File: config.mk
export PLATFORM = sky130hd
export DESIGN_NAME = alu_exec_unit
export DESIGN_NICKNAME = d
export VERILOG_FILES = /design/src/rtl/alu_exec_unit.sv
export SDC_FILE = /design/constraint.sdc
export NUM_CORES = 1
export LEC_CHECK = 0
export ABC_AREA = 1
export CAP_MARGIN = 20
export CORE_AREA = 2 2 147 206
export DETAILED_ROUTE_END_ITERATION = 6
export DIE_AREA = 0 0 149 208
export SLEW_MARGIN = 15
export SYNTH_ARGS = -nofsm -noshare
export SYNTH_HDL_FRONTEND = slang
export SYNTH_SLANG_ARGS = --single-unit
File: constraint.sdc
create_clock -name Clock_i -period 5.6 [get_ports Clock_i]
set_clock_uncertainty 0.2 [all_clocks]
set_input_delay 0.84 -clock Clock_i [delete_from_list [all_inputs] [get_ports Clock_i]]
set_output_delay 0.84 -clock Clock_i [all_outputs]
set_load 0.02 [all_outputs]
File: src/rtl/alu_exec_unit.sv
// Execute-stage ALU: one-cycle logic/arith/shift ops plus an iterative
// shift-add unsigned multiply, with a Start/Busy/Done handshake.
module alu_exec_unit #(
  parameter int N = 16
) (
  input  logic         Clock_i,
  input  logic         Reset_i,
  input  logic         Start_i,
  input  logic [3:0]   AluControl_i,
  input  logic [N-1:0] A_i,
  input  logic [N-1:0] B_i,
  output logic [N-1:0] Rezultati_o,
  output logic         Zero_o,
  output logic         Overflow_o,
  output logic         Gabim_o,
  output logic         Busy_o,
  output logic         Done_o
);

  localparam int SW = $clog2(N);
  localparam int CW = $clog2(N + 1);

  localparam logic [3:0] OP_AND  = 4'b0000;
  localparam logic [3:0] OP_SLL  = 4'b0001;
  localparam logic [3:0] OP_OR   = 4'b0010;
  localparam logic [3:0] OP_XOR  = 4'b0011;
  localparam logic [3:0] OP_ADD  = 4'b0100;
  localparam logic [3:0] OP_ADDI = 4'b0101;
  localparam logic [3:0] OP_SRL  = 4'b0110;
  localparam logic [3:0] OP_MUL  = 4'b0111;
  localparam logic [3:0] OP_SUB  = 4'b1100;

  typedef enum logic [1:0] {S_IDLE, S_MUL, S_DONE} state_e;

  typedef struct packed {
    logic [N-1:0] res;
    logic         ov;
    logic         gab;
  } alu_rsp_t;

  state_e         state_q, state_d;
  logic [N-1:0]   res_q, res_d;
  logic           zero_q, zero_d;
  logic           ov_q, ov_d;
  logic           gab_q, gab_d;
  logic [2*N-1:0] mcand_q, mcand_d;
  logic [N-1:0]   mplier_q, mplier_d;
  logic [2*N-1:0] acc_q, acc_d;
  logic [CW-1:0]  cnt_q, cnt_d;

  // Log-depth barrel shifters; only B[SW-1:0] steers the stages.
  logic [SW:0][N-1:0] sll_stg, srl_stg;
  assign sll_stg[0] = A_i;
  assign srl_stg[0] = A_i;
  for (genvar i = 0; i < SW; i++) begin : g_shift
    assign sll_stg[i+1] = B_i[i] ? (sll_stg[i] << (1 << i)) : sll_stg[i];
    assign srl_stg[i+1] = B_i[i] ? (srl_stg[i] >> (1 << i)) : srl_stg[i];
  end

  logic [N-1:0] bneg, sum, diff;
  assign bneg = ~B_i + {{(N-1){1'b0}}, 1'b1};
  assign sum  = A_i + B_i;
  assign diff = A_i + bneg;

  alu_rsp_t rsp;
  always_comb begin
    rsp = '0;
    unique case (AluControl_i)
      OP_AND:  rsp.res = A_i & B_i;
      OP_OR:   rsp.res = A_i | B_i;
      OP_XOR:  rsp.res = A_i ^ B_i;
      OP_ADD, OP_ADDI: begin
        rsp.res = sum;
        rsp.ov  = (A_i[N-1] == B_i[N-1]) && (sum[N-1] != A_i[N-1]);
      end
      OP_SUB: begin
        rsp.res = diff;
        rsp.ov  = (A_i[N-1] == bneg[N-1]) && (diff[N-1] != A_i[N-1]);
      end
      OP_SLL:  rsp.res = sll_stg[SW];
      OP_SRL:  rsp.res = srl_stg[SW];
      OP_MUL:  rsp.res = '0;
      default: rsp.gab = 1'b1;
    endcase
  end

  logic [2*N-1:0] acc_step;
  assign acc_step = mplier_q[0] ? (acc_q + mcand_q) : acc_q;

  always_comb begin
    state_d  = state_q;
    res_d    = res_q;
    zero_d   = zero_q;
    ov_d     = ov_q;
    gab_d    = gab_q;
    mcand_d  = mcand_q;
    mplier_d = mplier_q;
    acc_d    = acc_q;
    cnt_d    = cnt_q;
    unique case (state_q)
      S_IDLE: begin
        if (Start_i) begin
          if (AluControl_i == OP_MUL) begin
            state_d  = S_MUL;
            mcand_d  = {{N{1'b0}}, A_i};
            mplier_d = B_i;
            acc_d    = '0;
            cnt_d    = CW'(N);
          end else begin
            state_d = S_DONE;
            res_d   = rsp.res;
            zero_d  = (rsp.res == '0);
            ov_d    = rsp.ov;
            gab_d   = rsp.gab;
          end
        end
      end
      S_MUL: begin
        acc_d    = acc_step;
        mcand_d  = mcand_q << 1;
        mplier_d = mplier_q >> 1;
        cnt_d    = cnt_q - 1'b1;
        // Last iteration: commit from the step value, not the stale accumulator.
        if (cnt_q == CW'(1)) begin
          state_d = S_DONE;
          res_d   = acc_step[N-1:0];
          zero_d  = (acc_step[N-1:0] == '0);
          ov_d    = |acc_step[2*N-1:N];
          gab_d   = 1'b0;
        end
      end
      S_DONE:  state_d = S_IDLE;
      default: state_d = S_IDLE;
    endcase
  end

  always_ff @(posedge Clock_i) begin
    if (Reset_i) begin
      state_q  <= S_IDLE;
      res_q    <= '0;
      zero_q   <= 1'b1;
      ov_q     <= 1'b0;
      gab_q    <= 1'b0;
      mcand_q  <= '0;
      mplier_q <= '0;
      acc_q    <= '0;
      cnt_q    <= '0;
    end else begin
      state_q  <= state_d;
      res_q    <= res_d;
      zero_q   <= zero_d;
      ov_q     <= ov_d;
      gab_q    <= gab_d;
      mcand_q  <= mcand_d;
      mplier_q <= mplier_d;
      acc_q    <= acc_d;
      cnt_q    <= cnt_d;
    end
  end

  assign Rezultati_o = res_q;
  assign Zero_o      = zero_q;
  assign Overflow_o  = ov_q;
  assign Gabim_o     = gab_q;
  assign Busy_o      = (state_q == S_MUL);
  assign Done_o      = (state_q == S_DONE);

endmodule

* Word level (Yosys, flattened, before mapping)
Index checks and enable logic that the tools add are counted.
** Word-level totals
- Bits in registers :: 106
- Latch bits :: 0
- Bits in writable memories :: 0
- ROM bits :: 0
- Input bits :: 39
- Output and inout bits :: 21
- Word-level logic and storage cells :: 94
- Memories :: 0
** Cells by class
- $add $sub $neg :: 5
- Multiply operators :: 0
- Div/mod/pow operators :: 0
- Order comparisons :: 0
- Equal/unequal tests :: 19
- Shift-type cells :: 0
- Multiplexer cells :: 44
- Bitwise gates (word level) :: 4
- Reductions and logical operators :: 13
** Operator list (count)
- two-way mux 16 bit :: 13
- two-way mux 32 bit :: 5
- case mux 32 bit (2 select lines) :: 2
- case mux 16 bit (7 select lines) :: 1
- case mux 16 bit (2 select lines) :: 2
- adder 16 bit :: 2
- adder 32 bit :: 1
- zero test 16 bit :: 2
- adder 16 x 1 -> 16 bit, second input constant :: 1
- AND 16 bit :: 1
- equality test 4 x 3 -> 1 bit, second input constant :: 4
- NOT 16 bit :: 1
- OR 16 bit :: 1
- OR reduction 16 bit :: 1
- bitwise XOR 16 bit :: 1
- two-way mux 1 bit :: 10
- two-way mux 5 bit :: 2
- case mux 5 bit (2 select lines) :: 1
- equality test 4 x 2 -> 1 bit, second input constant :: 2
- case mux 1 bit (2 select lines) :: 4
- OR reduction 8 bit :: 1
- two-way mux 2 bit :: 3
- != test 2 bit, second input constant :: 3
- equality test 5 x 1 -> 1 bit, second input constant :: 1
- other kinds (17) :: 20

* Logic depth before layout (Yosys ltp)
Gate-level depths: netlist (run 1).
- Depth after elaboration :: 9
- Depth in mapped cells :: 29

* Worst setup path before layout (run 1)
OpenSTA, ideal clock, no wires.
- Path type :: input -> register
- From :: in B_i[1]
- To :: reg zero_q, in the netlist Zero_o
- Setup time :: 0.059 ns
- Data arrival time :: 3.642 ns
- Data required time :: 5.341 ns
- Path slack :: 1.700 ns
- Stages :: 26
- Cell sequence :: inv_2 -> buf_2 -> buf_2 -> ha_1 -> nand3_1 -> nor2_1 -> nand2_1 -> nor2_1 -> nand3_1 -> nor2_1 -> xor2_1 -> ha_1 -> inv_1 -> o21bai_1 -> o21bai_1 -> nor2_1 -> nand3_1 -> nand3_1 -> nand3_1 -> nor2_1 -> nand2_1 -> nor2_1 -> nand3_1 -> nand2_1 -> nand2_1 -> nand2_1
** On the way
- Word-level cells in the longest chain between the ends :: 8
- Elaborated cells between the ends (all ways) :: 18
** Ends and longest elaborated chain
- start, declared :: RTL line 11 : input logic [N-1:0] B_i,
- NOT 16 bit, or another cell as far along :: RTL line 61 : assign bneg = ~B_i + {{(N-1){1'b0}}, 1'b1};
- adder 16 x 1 -> 16 bit, or another cell as far along :: RTL line 61
- adder 16 bit, or another cell as far along :: RTL line 63 : assign diff = A_i + bneg;
- case mux 16 bit (7 select lines) * :: RTL line 68 : unique case (AluControl_i)
- zero test 16 bit * :: RTL line 112 : zero_d = (rsp.res == '0);
- two-way mux 1 bit * :: RTL line 103 : if (AluControl_i == OP_MUL) begin
- two-way mux 1 bit * :: RTL line 102 : if (Start_i) begin
- case mux 1 bit (2 select lines) * :: RTL line 100 : unique case (state_q)
- end signal, assigned :: RTL line 151 : zero_q <= zero_d;
- end, declared :: RTL line 43 : logic zero_q, zero_d;
Every way passes the cells marked *; elsewhere a longest branch is shown, timed or not. The select of a mux whose other input is x is not followed.
A chain may end at the register's enable or synchronous reset.

* Worst setup path after layout (run 1)
- From :: in B_i[3]
- To :: reg zero_q, in the netlist Zero_o
** On the way
- Word-level cells in the longest chain between the ends :: 8
- Elaborated cells between the ends (all ways) :: 14
** Ends and longest elaborated chain (RTL line)
- NOT 16 bit :: 61
- adder 16 x 1 -> 16 bit :: 61
- adder 16 bit :: 63
- case mux 16 bit (7 select lines) * :: 68
- zero test 16 bit * :: 112
- two-way mux 1 bit * :: 103
- two-way mux 1 bit * :: 102
- case mux 1 bit (2 select lines) * :: 100
Marks and branches as above.

==> flow_summary.ini, run 1 <==
[power_and_ir_drop]
share_comb_of_total_power_pct = 29.8
power_switching_mw = 0.768
switching_share_pct = 37.3
p_total_mw = 2.06
seqPwrFrac_pct = 38.9
ir_worst_vdd_mv = 0.120
power.internal_mw = 1.29
power.leakage_nw = 5.71
p_per_area_mw_per_mm2 = 170
power_frac_clock_pct = 31.3

[floorplan]
initial_core_util_pct = 37.4
rows = 74
fp.dieH_um = 208
die_w_um = 149
die_area_mm2 = 0.0310
core-area_mm2 = 0.0291
io_pins = 60

[synth]
ys_seq_area_share_pct = 19.5
synth-seq-cells = 106
ys.flop_type = dfxtp_1
postSynthAreaPerCell_um2 = 5.64
syn_area_mm2 = 0.0109
ys_warn_count = 0
synth_cells = 1930
async_flop_share_pct = 0
synth_top_area_share_pct = 24.9
synth_edf_count = 0
synthTopCellsByArea = nand2_1, dfxtp_1, ha_1, inv_1, nand3_1
synth_cell_types = 48
yosysTopAreaCell = nand2_1
synth_fp_nets = 2056

[grt]
globalRouteOverflowTotal = 0
grt_max_degree = 67
grt_first_pass_wirelength_um = 67600
antenna_found_initial = 0
grt_usage_pct = 28.4
grt_pass1_vias = 12100

[detailed_routing]
postRouteAntennaNets = 0
wl_per_cell_um = 18.9
drc_errors = 0
vias = 12400
post_drt_via_cell_ratio = 5.31
drt_iter0_drc = 850
firstDrtPassIters = 6
drt_wl_total_um = 44200

[run]
max_cap_violations = 0

[final_layout]
multi_input_area_mm2 = 0.00759
area_growth_pct = 11.1
antennaDiodeCount = 0
layout_common_cells = nand2_1, inv_1, nor2_1
nets = 2080
ff_latch_area_mm2 = 0.00212
final_common_cell = nand2_1
drive_gt1_share_pct = 3.78
stdcell_count = 2338
design_area_mm2 = 0.0121
fin_util_pct = 41.6
fillers = 3283

[clock_tree]
htreeDepth = 3
ctsHoldBuffers = 0
cts_tree = yes
clock-sinks = 106
clkTransAtPathRegs_ns = 0.08
cts_root_buf = clkbuf_16
clkLatencyLatePin_ns = 0.37
cts_resized = 0
post_cts_buffers = 0
numCtsBuffers = 9
cts_buffer_depth = 2

[timing]
timing.final.crit_share_pct = 82.0
worst_slack_ns = 1.01
slew_headroom_pct = 37.9
timing.final.crit_period_ns = 4.59
final_hold_viol_count = 0
fmax_mhz = 218
hold_ws_ns = 0.268
tightest_slew_ns = 0.926
finalMaxSlewViolations = 0
setup_tns_ns = 0
setup_viol = 0
rsz0062_at_grt = no

[setup_path]
startpoint_type = primary input
crit_required_ns = 5.72
arrival_ns = 4.71
cpPeakStageDelay_ns = 0.60
cp_max_fo = 8
reg2reg_slack_ns = 2.39
worstSetupEndpointType = flip-flop
crit_type = in -> reg
critPathSlowestCell = clkdlybuf4s50_1

[worst_hold_path]
hold_class = reg -> reg

[place]
routabilityCongestion = 1.06
port_buffers = 59
hpwl_um = 35700
place_area_mm2 = 0.0118
dpl.cell_count = 2323
dp_worst_setup_slack_ns = 0.724

[run_status]
status = finished, final reports clean
==> path summary, 6_finish.rpt <==
check	startpoint	end	depth (start not counted)
worst max-delay path	B_i[3]	Zero_o	26
worst min-delay path	mplier_q[1]	mplier_q[1]	2
worst max register to register	state_q[0]	Rezultati_o[9]	7
worst min register to register	mplier_q[1]	mplier_q[1]	2
==> registers in the layout, indices dropped and copies added (netlist names) <==
| name | cells |
|---|---|
| Gabim_o | 1 |
| Overflow_o | 1 |
| Rezultati_o | 16 |
| Zero_o | 1 |
| acc_q | 32 |
| cnt_q | 5 |
| mcand_q | 32 |
| mplier_q | 16 |
| state_q | 2 |
==> critical path: cells and delay by family <==
family | cells | cell delay, ns
AO/OA/AOI/OAI | 2 | 0.21
adder cells (fa/ha/maj) | 1 | 0.36
XOR/XNOR | 1 | 0.08
buffers and inverters | 3 | 0.95
AND/OR/NAND/NOR | 19 | 2.26
==> routing by layer <==
layer / global-route usage, % / wire length [um]
met1: 29.4 / 16000
met2: 51.2 / 22000
met3: 2.65 / 1860
met4: 23.2 / 4280
met5: 0 / 0
==> cell families (layout without fill, tap and decap cells) <==
| group | Yosys count | count (layout) | synth area share [%] |
|---|---|---|---|
| flops | 106 | 106 | 19.5 |
| compound gates | 305 | 305 | 15.5 |
| xor+xnor | 29 | 29 | 2.33 |
| simple gates | 1100 | 1100 | 41.5 |
| mux | 1 | 1 | 0.0920 |
| buf+inv | 302 | 330 | 10.8 |
| fa+ha+maj | 87 | 87 | 10.2 |
==> cell type report <==
class	instances	share of cell area, %
multi-input combinational	1522	62.8
tap	380	3.93
sequential	106	17.5
clock inverter	6	0.476
timing repair buffer	79	6.08
clock buffer	9	1.86
inverter	236	7.34
==> power by group through the flow <==
stage | combinational (mW) | sequential (mW) | clock [mW]
finish | 0.614 | 0.801 | 0.644
global placement | 0.603 | 0.818 | 0
global route | 0.670 | 0.803 | 0.685
floorplan | 0.346 | 0.831 | 0
detailed placement | 0.603 | 0.818 | 0
CTS | 0.605 | 0.801 | 0.657
==> synth_stat cells, types with 2 or more instances <==
library cell,number
buf_6,2
a31oi_1,41
nor2_2,4
o211ai_1,13
inv_2,5
buf_2,15
clkbuf_1,43
nor3_1,15
or2_1,2
dfxtp_1,106
clkinv_1,3
nand2_1,722
ha_1,84
xnor2_1,16
fa_1,3
nor4_1,2
buf_4,3
nand3_1,149
nor2_1,151
a22oi_1,4
o21ai_0,82
o22ai_1,6
inv_1,227
nand3b_1,8
a221oi_1,2
a21oi_1,131
xor2_1,13
o21a_1,7
a21o_1,2
and2_1,3
buf_1,3
o21bai_1,5
or2_2,24
o21ai_1,7
nand4_1,14
No activity file was read; power rests on OpenSTA's default activity.
==> inputs of run 2 (changes only) <==
- clock period: 5.6 -> 3.7 ns (I/O delays scaled with it)
==> run 2 against run 1 <==
  * Die area unchanged
  * Flip-flop and latch count unchanged
  * Clock power increased by 48%
  * Sequential share of layout area decreased by 2.0 points
  * Worst hold slack improved by 0.0028 ns
  * Global-route usage increased by 1.2 points
  * Non-clock buffer count increased by 178
  * Utilization increased by 5.4 points
  * Combinational power increased by 91%
  * Largest power group unchanged
==> flow_summary.ini, run 2 (synthesis results as in run 1) <==
[clock_tree]
clkTransAtPathRegs_ns = 0.08
htreeDepth = 3
cts_root_buf = clkbuf_16
ctsHoldBuffers = 0
clock-sinks = 106
cts_buffer_depth = 2
clkLatencyLatePin_ns = 0.36
cts_tree = yes
numCtsBuffers = 9

[final_layout]
area_growth_pct = 25.5
fin_util_pct = 47.0
antennaDiodeCount = 0
drive_gt1_share_pct = 13.5
nets = 2258
final_common_cell = nand2_1
top_regs = acc_q (32), mcand_q (32)
multi_input_area_mm2 = 0.00777
stdcell_count = 2517
fillers = 3228
layout_common_cells = nand2_1, inv_1, buf_4
ff_latch_area_mm2 = 0.00212

[power_and_ir_drop]
p_per_area_mw_per_mm2 = 245
power_frac_clock_pct = 28.6
switching_share_pct = 35.9
power.leakage_nw = 6.64
power.internal_mw = 2.14
p_total_mw = 3.34
power_switching_mw = 1.20
seqPwrFrac_pct = 36.3
ir_worst_vdd_mv = 0.162
share_comb_of_total_power_pct = 35.1

[setup_path]
critPathTopFamily = simple AND/OR/NAND/NOR gates
path_buf_inv = 4
critPathSlowestCell = clkdlybuf4s50_1
cpPeakStageDelay_ns = 0.48
arrival_ns = 3.62
startpoint_type = primary input
cp_max_fo = 4
crit_path_frequent_cell = nand2_1
crit_type = in -> reg
worstSetupEndpointType = flip-flop
crit_required_ns = 3.81
path_cells = clkdlybuf4s50_1 -> buf_4 -> nor3_1 -> xor2_1 -> ha_1 -> a21oi_2 -> nand2_1 -> o21ai_0 -> buf_4 -> nand4_1 -> nor2_1 -> nand2_1 -> nor2_1 -> buf_4 -> nand3_1 -> nand2_1 -> nand2_1 -> nand2_1

[grt]
globalRouteOverflowTotal = 0
grt_max_degree = 84
grt_usage_pct = 29.6
grt_first_pass_wirelength_um = 70200
grt_pass1_vias = 12800
antenna_found_initial = 0

[detailed_routing]
post_drt_via_cell_ratio = 5.11
wl_per_cell_um = 18.2
drc_errors = 0
vias = 12900
firstDrtPassIters = 5
drt_wl_total_um = 45900
postRouteAntennaNets = 0
drt_iter0_drc = 709

[timing]
hold_ws_ns = 0.271
final_hold_viol_count = 0
finalMaxSlewViolations = 0
timing.final.crit_share_pct = 94.9
fmax_mhz = 285
setup_viol = 0
tightest_slew_ns = 0.923
timing.final.crit_period_ns = 3.51
slew_headroom_pct = 38.5

[place]
hpwl_um = 37900
port_buffers = 59
routabilityCongestion = 0.961
dpl.cell_count = 2496

[floorplan]
core-area_mm2 = 0.0291
rows = 74
initial_core_util_pct = 37.4
io_pins = 60
fp.dieH_um = 208
die_w_um = 149
die_area_mm2 = 0.0310

[run]
max_cap_violations = 0

[worst_hold_path]
hold_class = reg -> reg

[run_status]
status = finished, final reports clean
run 2: cell count changes in the layout (fill, tap and decap cells not counted), sizes merged:
| cell | before | now |
|---|---|---|
| inv | 236 | 235 |
| clkdlybuf4s50 | 58 | 54 |
| clkinv | 6 | 8 |
| dlymetal6s2s | 0 | 4 |
| buf | 21 | 199 |
run 2: cell type report:
cell class | count | share of cell area (%)
Clock buffer | 9 | 1.65
Clock inverter | 7 | 0.467
Inverter | 236 | 6.50
Multi-Input combinational cell | 1522 | 56.9
Sequential cell | 106 | 15.5
Tap cell | 380 | 3.48
Timing Repair Buffer | 257 | 15.5
run 2: per-stage QoR:
step / setup TNS (ns) / setup WS, ns / cell area (um^2)
floorplan: 0 / 0.0846 / 10900
CTS: 0 / 0.00492 / 13500
global route: -0.00603 / -0.00603 / 13700
global placement: -3.73 / -0.574 / 13100
finish: 0 / 0.189 / 13700
detailed placement: -4.30 / -0.600 / 13100
run 2: timing repair:
action	4_1_cts	5_1_grt
gates cloned	0	0
buffers inserted	2	3
endpoints found under the setup margin	5	8
pin swaps	8	19
resized for setup	19	31
run 2: final timing paths:
kind                      from      endpoint  slack (ns)  cells after the start
setup reg to reg    mcand_q[0]    Overflow_o        0.62                     16
hold / removal    mplier_q[15]  mplier_q[15]        0.27                      2
hold reg to reg   mplier_q[15]  mplier_q[15]        0.27                      2
setup / recovery        B_i[4]        Zero_o        0.19                     18
run 2: per-layer routing:
metal / part of all wire (%) / track usage [%] / vias up
met4: 8.3 / 21.4 / 0
met2: 52 / 56.5 / 271
met1: 37 / 29.2 / 5872
li1: - / - / 6596
met5: 0 / 0 / -
met3: 2.5 / 2.50 / 128
run 2: worst reg2reg max path: stages (launching register included):
cell and delay, ns:
dfxtp_1 0.34, ha_1 0.26, fa_1 0.45, nand3_1 0.11
nand3_1 0.18, nand2_1 0.11, nand2_1 0.11, nand2_1 0.10
nand3_1 0.08, nand2_1 0.06, nand3_1 0.09, nand2_1 0.10
nand2_1 0.06, nor2_1 0.28, nand4_1 0.25, nand2_1 0.12
a21oi_1 0.06
run 2: power by group through the flow:
stage	registers (mW)	logic (mW)	clock network, mW
after floorplan	1.26	0.524	0
after CTS	1.21	1.14	0.981
after global placement	1.24	1.12	0
final	1.21	1.17	0.955
after detailed placement	1.24	1.12	0
after global routing	1.22	1.28	1.03
